**config.mk**
```make
export PLATFORM = sky130hd
export DESIGN_NAME = s_axi_regfile
export DESIGN_NICKNAME = d
export VERILOG_FILES = /design/src/rtl/s_axi_regfile.sv
export SDC_FILE = /design/constraint.sdc
export NUM_CORES = 1
export LEC_CHECK = 0
export CAP_MARGIN = 20
export CORE_AREA = 2 2 266 268
export DETAILED_ROUTE_END_ITERATION = 16
export DIE_AREA = 0 0 268 270
export SETUP_SLACK_MARGIN = 0.3
export SKIP_CTS_REPAIR_TIMING = 1
export SYNTH_ARGS = -nofsm -noshare
export SYNTH_HDL_FRONTEND = slang
export SYNTH_SLANG_ARGS = --single-unit
```
**constraint.sdc**
```tcl
create_clock -name clk -period 15.5 [get_ports clk]
set_clock_uncertainty 0.05 [all_clocks]
set_input_delay 3.1 -clock clk [delete_from_list [all_inputs] [get_ports clk]]
set_output_delay 3.1 -clock clk [all_outputs]
set_load 0.02 [all_outputs]
```
**src/rtl/s_axi_regfile.sv**
```systemverilog
// AXI4 single-beat slave register file: independent AW/W capture, byte-strobed commit,
// ID-tagged B/R responses, read-only slots backed by live status words.
module s_axi_regfile #(
  parameter int                  DATA_W    = 32,
  parameter int                  NUM_REGS  = 8,
  parameter int                  ID_W      = 4,
  parameter logic [NUM_REGS-1:0] RO_MASK   = '0,
  parameter logic [DATA_W-1:0]   RESET_VAL = '0
) (
  input  logic                       clk,
  input  logic                       areset,
  input  logic [ID_W-1:0]            awid_i,
  input  logic [31:0]                awaddr_i,
  input  logic                       awvalid_i,
  output logic                       awready_o,
  input  logic [DATA_W-1:0]          wdata_i,
  input  logic [DATA_W/8-1:0]        wstrb_i,
  input  logic                       wlast_i,
  input  logic                       wvalid_i,
  output logic                       wready_o,
  output logic [ID_W-1:0]            bid_o,
  output logic [1:0]                 bresp_o,
  output logic                       bvalid_o,
  input  logic                       bready_i,
  input  logic [ID_W-1:0]            arid_i,
  input  logic [31:0]                araddr_i,
  input  logic                       arvalid_i,
  output logic                       arready_o,
  output logic [ID_W-1:0]            rid_o,
  output logic [DATA_W-1:0]          rdata_o,
  output logic [1:0]                 rresp_o,
  output logic                       rlast_o,
  output logic                       rvalid_o,
  input  logic                       rready_i,
  output logic [NUM_REGS*DATA_W-1:0] regs_o,
  input  logic [NUM_REGS*DATA_W-1:0] status_i
);

  localparam int STRB_W = DATA_W / 8;
  localparam int LSB    = $clog2(STRB_W);
  localparam int IDX_W  = $clog2(NUM_REGS);
  localparam int NPOW   = 1 << IDX_W;
  localparam logic [1:0] OKAY   = 2'b00;
  localparam logic [1:0] SLVERR = 2'b10;

  logic [DATA_W-1:0] regs     [NUM_REGS];
  logic [DATA_W-1:0] status_w [NUM_REGS];
  logic [NPOW-1:0]   ro_ext;

  logic              has_addr, has_data;
  logic [31:0]       aw_addr;
  logic [ID_W-1:0]   aw_id;
  logic [DATA_W-1:0] w_data;
  logic [STRB_W-1:0] w_strb;

  logic [31:0]       widx_full, ridx_full;
  logic [IDX_W-1:0]  widx, ridx;
  logic              w_ok, r_in_range, r_ro, commit, ar_hs;
  logic              unused_ok;

  assign ro_ext    = NPOW'(RO_MASK);
  assign unused_ok = wlast_i;

  genvar gi;
  for (gi = 0; gi < NUM_REGS; gi++) begin : g_flat
    assign regs_o[gi*DATA_W +: DATA_W] = regs[gi];
    assign status_w[gi]                = status_i[gi*DATA_W +: DATA_W];
  end

  assign awready_o = !has_addr;
  assign wready_o  = !has_data;
  assign arready_o = !rvalid_o;
  assign rlast_o   = 1'b1;

  // Write target decode from the held address; RO slots reject writes
  assign widx_full = aw_addr >> LSB;
  assign widx      = widx_full[IDX_W-1:0];
  assign w_ok      = (widx_full < 32'(NUM_REGS)) ? !ro_ext[widx] : 1'b0;
  assign commit    = has_addr && has_data && !bvalid_o;

  assign ridx_full  = araddr_i >> LSB;
  assign ridx       = ridx_full[IDX_W-1:0];
  assign r_in_range = ridx_full < 32'(NUM_REGS);
  assign r_ro       = r_in_range ? ro_ext[ridx] : 1'b0;
  assign ar_hs      = arvalid_i && arready_o;

  always_ff @(posedge clk or posedge areset) begin
    if (areset) begin
      has_addr <= 1'b0;
      has_data <= 1'b0;
      aw_addr  <= '0;
      aw_id    <= '0;
      w_data   <= '0;
      w_strb   <= '0;
      bvalid_o <= 1'b0;
      bid_o    <= '0;
      bresp_o  <= OKAY;
      for (int i = 0; i < NUM_REGS; i++) regs[i] <= RESET_VAL;
    end else begin
      if (awvalid_i && !has_addr) begin
        has_addr <= 1'b1;
        aw_addr  <= awaddr_i;
        aw_id    <= awid_i;
      end
      if (wvalid_i && !has_data) begin
        has_data <= 1'b1;
        w_data   <= wdata_i;
        w_strb   <= wstrb_i;
      end
      if (bvalid_o && bready_i) bvalid_o <= 1'b0;
      // Commit only once the previous B has drained; flags are set so no capture collides
      if (commit) begin
        has_addr <= 1'b0;
        has_data <= 1'b0;
        bvalid_o <= 1'b1;
        bid_o    <= aw_id;
        bresp_o  <= w_ok ? OKAY : SLVERR;
        if (w_ok) begin
          for (int b = 0; b < STRB_W; b++)
            if (w_strb[b]) regs[widx][b*8 +: 8] <= w_data[b*8 +: 8];
        end
      end
    end
  end

  // Read path: data sampled at the AR handshake edge, so a same-edge commit is not visible
  always_ff @(posedge clk or posedge areset) begin
    if (areset) begin
      rvalid_o <= 1'b0;
      rid_o    <= '0;
      rdata_o  <= '0;
      rresp_o  <= OKAY;
    end else if (ar_hs) begin
      rvalid_o <= 1'b1;
      rid_o    <= arid_i;
      rresp_o  <= r_in_range ? OKAY : SLVERR;
      if (!r_in_range)  rdata_o <= '0;
      else if (r_ro)    rdata_o <= status_w[ridx];
      else              rdata_o <= regs[ridx];
    end else if (rvalid_o && rready_i) begin
      rvalid_o <= 1'b0;
    end
  end

endmodule

```
==> run metrics <==
outcome=completed; Final Max Tran Viols=0; CTS tree=yes; Startpoint Class=input pin; register area=around 0.0093 mm^2; Final min period=around 5.3 ns; synth warn=0; vias in the first global route=between 10k and 15k; nets=1802; EDFF count, synth=0; CTS Root Cell=clkbuf_16; footprint of the multi-input gates=0.00681 mm^2; # port buffers=413; Final ANT Viol Nets=0; DRT Pass-1 Iters=4; vias per cell=4.45; post-synthesis cell area=between 0.015 and 0.02 mm^2; Die Wd=268 um; initial antenna violation count=9; FMAX=190 MHz; Total GRT Usage=0.155; first-pass GRT wire length=82.1 mm; fillers=6722; Detailed Route WL=about 56 mm; clock-pin slew on the worst setup and hold paths=0.05 ns; Initial Utilization=0.235; synthesized area per cell=16.3 um^2; die area=0.0724 mm^2; sequential share of the synthesized area=0.569; DR WL/cell=approximately 23 um; Max VDD drop=0.0000671 V; most common cell after layout, fill and taps aside=clkdlybuf4s50_1; PwrDens=116 mW/mm^2; cts bufs inserted=46; worst hold slack=0.430 ns; final-report hold violation count=0; crit end category=async pin; Synth async-reset ratio=1.00; share of layout cells above drive strength 1=0.354; commonest non-fill, non-tap cells in the layout=410 x clkdlybuf4s50_1, 372 x dfrtp_1, 303 x mux2_2; most common flop cell mapped by yosys=dfrtp_1; Worst EP arrival=5.76 ns; P&R area growth vs syn=41.6%; cell taking the most area after synthesis=dfrtp_1; total grt overflow=0; Final setup violation count=0; Max-slew headroom=0.211; worst endpoint required time=16.01 ns; Total Power=2.69 mW; Max Cap Violations=0; synthesized flop and latch total=between 300 and 400; # rows=just under 100; core area=0.0695 mm^2; post-DP HPWL=37.5 mm; clk_lat worst skew=0.57 ns; Synth area leaders=dfrtp_1 57%, mux2_2 21%, mux4_2 8.8%; Least-Margin Pin Slew=1.18 ns; clk sinks=372; Syn Inst Count=between 1k and 1.5k; final setup TNS=0 ns; post-synth top area share=0.569; 1st-iter DRT viols=507; H-tree levels=2; fin util=0.333; Yosys cell types=30; Longest Clk Path Bufs=3; GP Congestion=0.797; RSZ-0062 raised after global routing=false; via count=10.7k; setup ws final=10.25 ns; Tcrit/Tclk final=0.339; largest net degree at the start of global routing=approximately 110; Die H=270 um; kind of critical path=in2async; num ports=approximately 680; static power due to leakage=approximately 10 nW; Min-Delay Path Class=reg2reg; worst-path maximum fanout=105; DRC viols=0; pre-CTS setup slack=9.52 ns
==> cells in the mapped netlist, types with 2 or more instances <==
library cell    n
inv_2           4
nand2_1        39
nand4_1         2
or3_1           2
mux2_1         11
buf_4           5
mux4_2         64
o21ai_0        38
mux2_4         16
nor4_1          9
mux2_2        303
nor2b_1         2
clkbuf_1       26
nor4_4         32
or3b_2          2
or4_1           5
o21a_1          2
nor2_1          2
conb_1          2
nand3b_1        4
mux2i_1        32
inv_1           7
dfrtp_1       372
buf_1          16
==> path summary, 6_finish.rpt <==
path,cells after the start,slack (ns),end,start
setup / recovery,4,10.25,rdata_o[9],areset
hold / removal,2,0.43,rdata_o[1],rdata_o[1]
setup reg to reg,4,11.96,regs_o[227],aw_addr[12]
hold reg to reg,2,0.43,rdata_o[1],rdata_o[1]
max in group clk,5,10.44,rdata_o[20],araddr_i[2]
min in group asynchronous,2,3.03,aw_addr[19],areset
==> per-stage QoR <==
step	cells	cell area (um^2)
2_1_floorplan	1004	16400
3_3_place_gp	2321	21600
3_5_place_dp	2321	21600
4_1_cts	2406	23100
5_1_grt	2408	23200
6_report	2409	23200
==> per-layer routing <==
metal  vias to the layer above  share of wire  track usage
li1                       4623              -            -
met1                      5642           0.42        0.191
met2                       347           0.48        0.257
met3                        97          0.067       0.0451
met4                        10          0.030       0.0526
met5                         -         0.0011            0
==> registers in the layout, summed over array words and instances, names as in the netlist <==
name / cells
w_data: 32
bresp_o: 1
rid_o: 4
rdata_o: 32
bvalid_o: 1
aw_id: 4
rvalid_o: 1
bid_o: 4
aw_addr: 30
regs_o: 256
has_data: 1
rresp_o: 1
w_strb: 4
has_addr: 1
==> final cells by class <==
class,count,area share
timing repair buffer,427,0.184
multi-input combinational,572,0.294
inverter,11,0.00211
sequential,372,0.402
tap,940,0.0508
antenna,2,0.000216
clock inverter,19,0.0100
clock buffer,66,0.0577
==> worst max-delay path: stages <==
cell and delay [ns]:
clkdlybuf4s50_1 0.49, inv_8 0.56, buf_4 0.66, buf_4 0.81
==> kinds of logic (layout without fill, tap and decap cells) <==
family | count (synthesis) | count (layout) | share of synthesized area
other | 2 | 5 | 0.000459
and+or+nand+nor | 101 | 101 | 0.0625
muxes | 426 | 426 | 0.338
buffers and inverters | 60 | 523 | 0.0164
DFF | 372 | 372 | 0.569
AOI/OAI and AO/OA | 42 | 42 | 0.0133
==> where the power goes <==
part	total [mW]	switching, mW	internal [mW]	leakage, nW
logic	0.363	0.195	0.167	4.30
clock network	1.11	0.437	0.669	0.766
registers	1.22	0.142	1.08	5.01
total	2.69	0.774	1.91	10.1
Note: power is estimated with default switching activity, not from simulation.
==> RTL change: new RTL, same settings <==
Set the parameter `NUM_REGS` to 4 (it was 8).
--- a/src/rtl/s_axi_regfile.sv
+++ b/src/rtl/s_axi_regfile.sv
@@ -2,7 +2,7 @@
 // ID-tagged B/R responses, read-only slots backed by live status words.
 module s_axi_regfile #(
   parameter int                  DATA_W    = 32,
-  parameter int                  NUM_REGS  = 8,
+  parameter int                  NUM_REGS  = 4,
   parameter int                  ID_W      = 4,
   parameter logic [NUM_REGS-1:0] RO_MASK   = '0,
   parameter logic [DATA_W-1:0]   RESET_VAL = '0
Ports: changed (resized regs_o and status_i); port bits go from 678 to 422. The function was not compared with the original's and may differ.
==> RTL change against the unedited design <==
Synthesized cell count decreased by 32%. Count of clock-buffer cells in the layout decreased by 23. Utilization decreased by 11 points. Largest cell class unchanged. Wire length is 40% lower. Setup slack got worse by 0.11 ns. Sequential cell count down 128. Via count is 36% lower. Total power shrank 32%. Final area is 34% lower. Area after synthesis fell by 37%. Maximum frequency is 2.0% lower. Clock power decreased by 37%.
==> RTL change: results (changes against the unedited design) <==
Detailed routing
  • Routed vias: 6,815 (-36%)
  • Routed len/inst: 17.4 microns (-25%)
  • Number of iterations in the first detailed-routing pass: 4 (unchanged)
  • Wire length on met2: 16.2 mm (-41%)
  • Drt initial violations: 269 (-47%)
  • Met3 WL: 3.14 mm (-17%)
  • Metal-1 WL: 14.0 mm (-40%)

Synthesis
  • Commonest cells in the netlist: dfrtp_1, mux2_2, nand2_1
  • Synth cell types: 25 (-17%)
  • Synth area leaders: dfrtp_1, mux2_2, mux4_2
  • Sequential element share of the synthesized area: 0.597 (+0.0280)
  • Post-synth EDFFs: 0 (unchanged)

Critical path
  • Reg2Reg Depth: 5 (+1)
  • Largest stage delay, worst path: 0.79 ns (-0.02 ns)
  • Critical path arrival: 5.88 ns (+0.12 ns)
  • Bufs and invs on worst path: 4 (unchanged)
  • Reg2reg end: regs_o[33]
  • Reg2reg start: bvalid_o
  • Capture point of the worst path: rdata_o[0]
  • Worst Setup SP: areset
  • R2R setup slack: 12.64 ns (+0.68 ns)
  • Slowest CP cell: buf_4
  • Top cell family by delay on the critical path: buffers and inverters
  • CP max FO: 126 (+20%)

Clock tree
  • Clock-pin slew on the worst setup and hold paths: 0.06 ns
  • Clk_lat worst skew: 0.56 ns
  • H-tree depth: 1 (-1)
  • Inserted Clock Buffers: 29 (-37%)

Global route
  • GR met3 Demand/Resource: 0.0365 (-0.00866)
  • Largest net degree at the start of global routing: 127 (+20%)
  • Met2 GRT Util: 0.155 (-0.102)
  • First-pass GRT wire length: 50.3 mm (-39%)
  • Initial antenna violation count: 3 (-6)
  • GRT met1 Usage: 0.114 (-0.0770)
  • Vias in the first global route: 7,512 (-35%)
  • GRT Total Usage: 0.0931 (-0.0615)

Placement
  • PortBufs: 285 (-31%)
  • Dpl ws: 9.32 ns (-0.192 ns)
  • Post-DP HPWL: 23.5 mm (-37%)
  • Placer Congestion: 0.703 (-12%)

Pwr
  • Lkg Pwr: 0.00629 uW (-38%)
  • Max VDD drop: 0.0986 mV (+47%)

Run status
  • Run status: completed

Cells and area
  • Layout cells sized above 1: 0.314 (-0.0408)
  • # nets final: 1,226 (-32%)
  • Largest register FFs: 128 (-50%)
  • Layout filler cell count: 7,359 (+9.5%)

STA
  • Tcrit/Tclk final: 0.346 (+0.00678)
  • Worst-Margin Slew: 1.03 ns (-0.146 ns)

Min path
  • Worst Hold Launch: rid_o[0]
## RTL change: cell count changes in the layout (fill, tap and decap cells not counted), moves of 17 or more
cell,change
clkdlybuf4s50_1,-127
nor4_4,-18
mux4_2,-32
mux2i_1,-32
inv_1,+35
dfrtp_1,-128
clkbuf_16,-17
mux2_2,-105
## RTL change: stage by stage
step / hold slack (ns) / utilization / area, sq um / instances
after CTS: 0.428 / 0.219 / 15200 / 1940
after floorplan: 0.427 / - / 10200 / 683
after global placement: 0.412 / 0.205 / 14300 / 1890
after detailed placement: 0.413 / 0.205 / 14300 / 1890
final: 0.422 / 0.219 / 15300 / 1944
after global routing: 0.463 / 0.219 / 15200 / 1941
## RTL change: worst min path at each step
stage / end / cells past startpoint
after floorplan: bid_o[0] / 1
after global placement: rid_o[2] / 2
after detailed placement: rid_o[0] / 2
after CTS: rid_o[0] / 2
after global routing: rdata_o[29] / 2
final: rid_o[0] / 2
## RTL change: layout make-up
class	instances	area, sq um	share of cell area
multi-input combinational	369	3880	0.255
timing repair buffer	296	2930	0.192
clock buffer	43	888	0.0582
tap	940	1180	0.0771
clock inverter	7	93.8	0.00615
sequential	244	6110	0.400
antenna	3	7.51	0.000492
inverter	42	165	0.0108
## RTL change: logic make-up after synthesis
| logic type | synth area share |
|---|---|
| AOI/OAI and AO/OA | 0.0213 |
| buffers and inverters | 0.0294 |
| DFF | 0.597 |
| muxes | 0.288 |
| other | 0.000734 |
| and+or+nand+nor | 0.0634 |
## RTL change: report_power, final
| group | switching [uW] | internal, uW |
|---|---|---|
| Clock | 276 | 425 |
| Sequential | 88.3 | 743 |
| Combinational | 148 | 154 |
| Total | 513 | 1320 |
